===== src/rtl/fwd_stall_ctrl.sv =====
// rtl/fwd_stall_ctrl.sv - operand forwarding select and load-use stall control.
// Define FWD_STALL_CTRL_FWD_EN to enable forwarding; otherwise any in-flight writer match stalls.
module fwd_stall_ctrl #(
  parameter int RAW      = 2,
  parameter int DEPTH    = 3,
  parameter int LOAD_LAT = 2,
  localparam int SELW    = $clog2(DEPTH + 1)
) (
  input  logic            clock,
  input  logic            reset,
  input  logic            iss_valid,
  input  logic            iss_wr,
  input  logic [RAW-1:0]  iss_dst,
  input  logic            iss_load,
  input  logic            iss_use1,
  input  logic            iss_use2,
  input  logic [RAW-1:0]  iss_src1,
  input  logic [RAW-1:0]  iss_src2,
  input  logic            flush,
  output logic            stall,
  output logic [SELW-1:0] sel1,
  output logic [SELW-1:0] sel2,
  output logic [DEPTH-1:0] occ
);

  localparam logic [SELW-1:0] LOAD_LAT_S = SELW'(LOAD_LAT);

  logic [DEPTH-1:0] v_q;
  logic [DEPTH-1:0] ld_q;
  logic [RAW-1:0]   dst_q [DEPTH];
  logic             haz1;
  logic             haz2;

  // Index k-1 holds stage k; flush kills the stage-1 occupant as it moves to stage 2.
  always_ff @(posedge clock or negedge reset) begin
    if (!reset) begin
      v_q  <= '0;
      ld_q <= '0;
      for (int k = 0; k < DEPTH; k++) begin
        dst_q[k] <= '0;
      end
    end else begin
      v_q[0]   <= iss_valid & iss_wr & ~stall & ~flush;
      ld_q[0]  <= iss_load;
      dst_q[0] <= iss_dst;
      for (int k = 1; k < DEPTH; k++) begin
        v_q[k]   <= v_q[k-1] & ~(flush && (k == 1));
        ld_q[k]  <= ld_q[k-1];
        dst_q[k] <= dst_q[k-1];
      end
    end
  end

`ifdef FWD_STALL_CTRL_FWD_EN
  logic [SELW-1:0] win1;
  logic [SELW-1:0] win2;
  logic            wld1;
  logic            wld2;

  // Scan oldest to youngest so the youngest matching writer overwrites the result.
  always_comb begin
    win1 = '0;
    win2 = '0;
    wld1 = 1'b0;
    wld2 = 1'b0;
    for (int k = DEPTH - 1; k >= 0; k--) begin
      if (v_q[k] && iss_use1 && (dst_q[k] == iss_src1)) begin
        win1 = SELW'(k + 1);
        wld1 = ld_q[k];
      end
      if (v_q[k] && iss_use2 && (dst_q[k] == iss_src2)) begin
        win2 = SELW'(k + 1);
        wld2 = ld_q[k];
      end
    end
  end

  assign haz1 = wld1 & (win1 < LOAD_LAT_S);
  assign haz2 = wld2 & (win2 < LOAD_LAT_S);
  assign sel1 = haz1 ? '0 : win1;
  assign sel2 = haz2 ? '0 : win2;
`else
  logic any1;
  logic any2;
  logic unused_cfg;

  always_comb begin
    any1 = 1'b0;
    any2 = 1'b0;
    for (int k = 0; k < DEPTH; k++) begin
      any1 = any1 | (v_q[k] & iss_use1 & (dst_q[k] == iss_src1));
      any2 = any2 | (v_q[k] & iss_use2 & (dst_q[k] == iss_src2));
    end
  end

  assign haz1       = any1;
  assign haz2       = any2;
  assign sel1       = '0;
  assign sel2       = '0;
  assign unused_cfg = ^{ld_q, LOAD_LAT_S};
`endif

  assign stall = iss_valid & ~flush & (haz1 | haz2);
  assign occ   = v_q;

endmodule

===== config.mk =====
export PLATFORM = sky130hd
export DESIGN_NAME = fwd_stall_ctrl
export DESIGN_NICKNAME = d
export VERILOG_FILES = /design/src/rtl/fwd_stall_ctrl.sv
export SDC_FILE = /design/constraint.sdc
export NUM_CORES = 1
export LEC_CHECK = 0
export ABC_AREA = 0
export CAP_MARGIN = 20
export CORE_AREA = 5 5 42 44
export DETAILED_ROUTE_END_ITERATION = 8
export DIE_AREA = 0 0 47 49
export PLACE_DENSITY = 0.69
export RECOVER_POWER = 25
export SYNTH_ARGS = -nofsm -noshare
export SYNTH_HDL_FRONTEND = slang
export SYNTH_SLANG_ARGS = --single-unit

===== constraint.sdc =====
create_clock -name clock -period 1.7 [get_ports clock]
set_clock_uncertainty 0.15 [all_clocks]
set_input_delay 0.51 -clock clock [delete_from_list [all_inputs] [get_ports clock]]
set_output_delay 0.51 -clock clock [all_outputs]
set_load 0.01 [all_outputs]

==> impl_metrics.env <==
export IMPL_outcome="complete, but fails checks"
export IMPL_violations="setup timing"
export IMPL_initial_core_util=0.3250
export IMPL_synth_top_area_frac=0.4945
export IMPL_critPathKind="register to primary output"
export IMPL_fin_crit_sh=1.217
export IMPL_power_leakage_nw=0.3114
export IMPL_io_pins=22
export IMPL_layout_drive_gt1_share=0.3968
export IMPL_gp_congestion=0.7022
export IMPL_clkTransAtPathRegs_ns=0.06
export IMPL_std_cell_rows=14
export IMPL_layout_cells_non_filler=79
export IMPL_cap_violations=0
export IMPL_cts_root_buffer="clkbuf_4"
export IMPL_critPathMaxFanout=3
export IMPL_dp_hpwl_um=791.5
export IMPL_cts_sinks=9
export IMPL_die_w_um=47
export IMPL_netlist_instances=40
export IMPL_timing_final_ws_setup_ns=-0.3687
export IMPL_dr_first_iter_drc_count=3
export IMPL_grt_first_pass_wirelength_mm=1.552
export IMPL_rsz0062_at_grt="yes"
export IMPL_slew_viol_final=0
export IMPL_overflow=0
export IMPL_drt_wl_total_um=983
export IMPL_fin_nets=78
export IMPL_placed_cells=75
export IMPL_seq_area_frac_synth=0.4945
export IMPL_cts_setup_buffers=0
export IMPL_final_cell_mix="xnor2_1, dfrtp_1, clkdlybuf4s50_1"
export IMPL_viasPerCell=4.316
export IMPL_layout_min_cycle_time_ns=2.069
export IMPL_design_area_um2=674.4
export IMPL_syn_avg_cell_area_um2=11.39
export IMPL_area_growth_pct=48.08
export IMPL_route_detailed_drc=0
export IMPL_p_per_area_mw_per_mm2=720.9
export IMPL_insertion_delay_ns=0.26
export IMPL_cts_htree_levels=1
export IMPL_synth_area_top_cells="dfrtp_1, xnor2_1, buf_4"
export IMPL_grt_max_degree=10
export IMPL_holdPathStages=0
export IMPL_die_h_um=49
export IMPL_ys_types=14
export IMPL_fin_tns_setup_ns=-0.3687
export IMPL_die_area_mm2=0.002303
export IMPL_p_total_mw=0.4862
export IMPL_hold_violations=0
export IMPL_ys_seq_elements=9
export IMPL_fillers=139
export IMPL_cts_tree="built"
export IMPL_grt_pass1_vias=380
export IMPL_finalSetupViolations=1
export IMPL_vdd_drop_max_mv=0.3580
export IMPL_synth_warnings=0
export IMPL_cts_made_buffers=3
export IMPL_fmax_mhz=483.4
export IMPL_syn_area_um2=455.4
export IMPL_reg2reg_depth=4
export IMPL_vias=341
export IMPL_clk_path_buf_depth=2
export IMPL_synth_area_leader_cell="dfrtp_1"
export IMPL_antenna_left=0
export IMPL_antenna_found_initial=0
export IMPL_dr_pass1_iters=4
export IMPL_cp_data_required_time_ns=1.04
export IMPL_postPlaceCellArea_um2=680.7
export IMPL_routedWlPerCell_um=12.44
export IMPL_crit_path_end_kind="primary output"
export IMPL_grt_util_all_layers=0.09714
export IMPL_portBuffers=16
export IMPL_antenna_cells=0
export IMPL_core_mm2=0.001401
export IMPL_critPathLaunchType="register"
export IMPL_hold_path_class="register to register"
export IMPL_cp_arrival_ns=1.41
final cells by class:
type	instances	area, µm²	area share
clock buffer	4	26.28	0.03896
tap	16	20.02	0.02968
multi-input combinational	29	249.0	0.3692
timing repair buffer	20	147.6	0.2189
sequential	9	227.7	0.3377
inverter	1	3.754	0.005566
routing by layer:
metal	global-route usage	routed length (µm)	up-vias
met3	0.02583	59	0
li1	-	-	174
met1	0.09885	354	158
met5	0	0	-
met4	0.06912	0	0
met2	0.1606	569	9
worst paths after layout:
kind | from | to | slack, ns
min in group asynchronous | reset | occ[2] | 0.38
setup / recovery | dst_q[5] | stall | -0.37
setup reg to reg | dst_q[5] | occ[0] | 0.39
hold / removal | dst_q[4] | dst_q[2] | 0.29
hold reg to reg | dst_q[4] | dst_q[2] | 0.29
max in group asynchronous | reset | dst_q[5] | 0.72
where the power goes:
| part | switching, mW | leakage [nW] | total, mW | internal (mW) |
|---|---|---|---|---|
| Combinational | 0.0359 | 0.188 | 0.0885 | 0.0526 |
| Sequential | 0.0113 | 0.109 | 0.236 | 0.224 |
| Clock | 0.0719 | 0.0150 | 0.162 | 0.0903 |
synth_stat cells:
library cell  instances
nand4_1               4
a21oi_1               1
dfrtp_1               9
o21ai_2               1
buf_4                 4
nor2_1                1
and4_1                1
conb_1                1
inv_1                 1
nor2b_1               1
nand2b_1              1
and3_4                1
xnor2_1              12
and3_1                2
cells by family after synthesis:
logic type,after synthesis,share of synthesized area
simple gates,11,0.1621
compound gates,2,0.03021
xor+xnor,12,0.2308
other cells,1,0.008234
flops,9,0.4945
buf+inv,5,0.07417
state kept, by name (all words and copies together), names as in the netlist:
register,flops
occ,3
dst_q,6
stage by stage:
step / worst slack, ns / util / hold slack [ns]
5_1_grt: -0.4480 / 0.4813 / 0.3273
3_3_place_gp: -1.203 / 0.4857 / 0.2791
2_1_floorplan: -0.04515 / - / 0.06441
6_report: -0.3687 / 0.4813 / 0.2940
4_1_cts: -0.3827 / 0.4911 / 0.2986
3_5_place_dp: -1.256 / 0.4857 / 0.2852
what timing repair did:
action | 4_1_cts | 5_1_grt
hold buffers | 0 | 0
pin swaps | 9 | 3
resized for setup | 30 | 4
setup endpoints to repair | 5 | 4
worst max-delay path, stage by stage, from the launching register on:
cell	delay, ns
dfrtp_2	0.45
xnor2_2	0.14
nand4_1	0.09
and4_1	0.22
a21oi_2	0.11
buf_2	0.14
(Power assumes the default switching activity.)
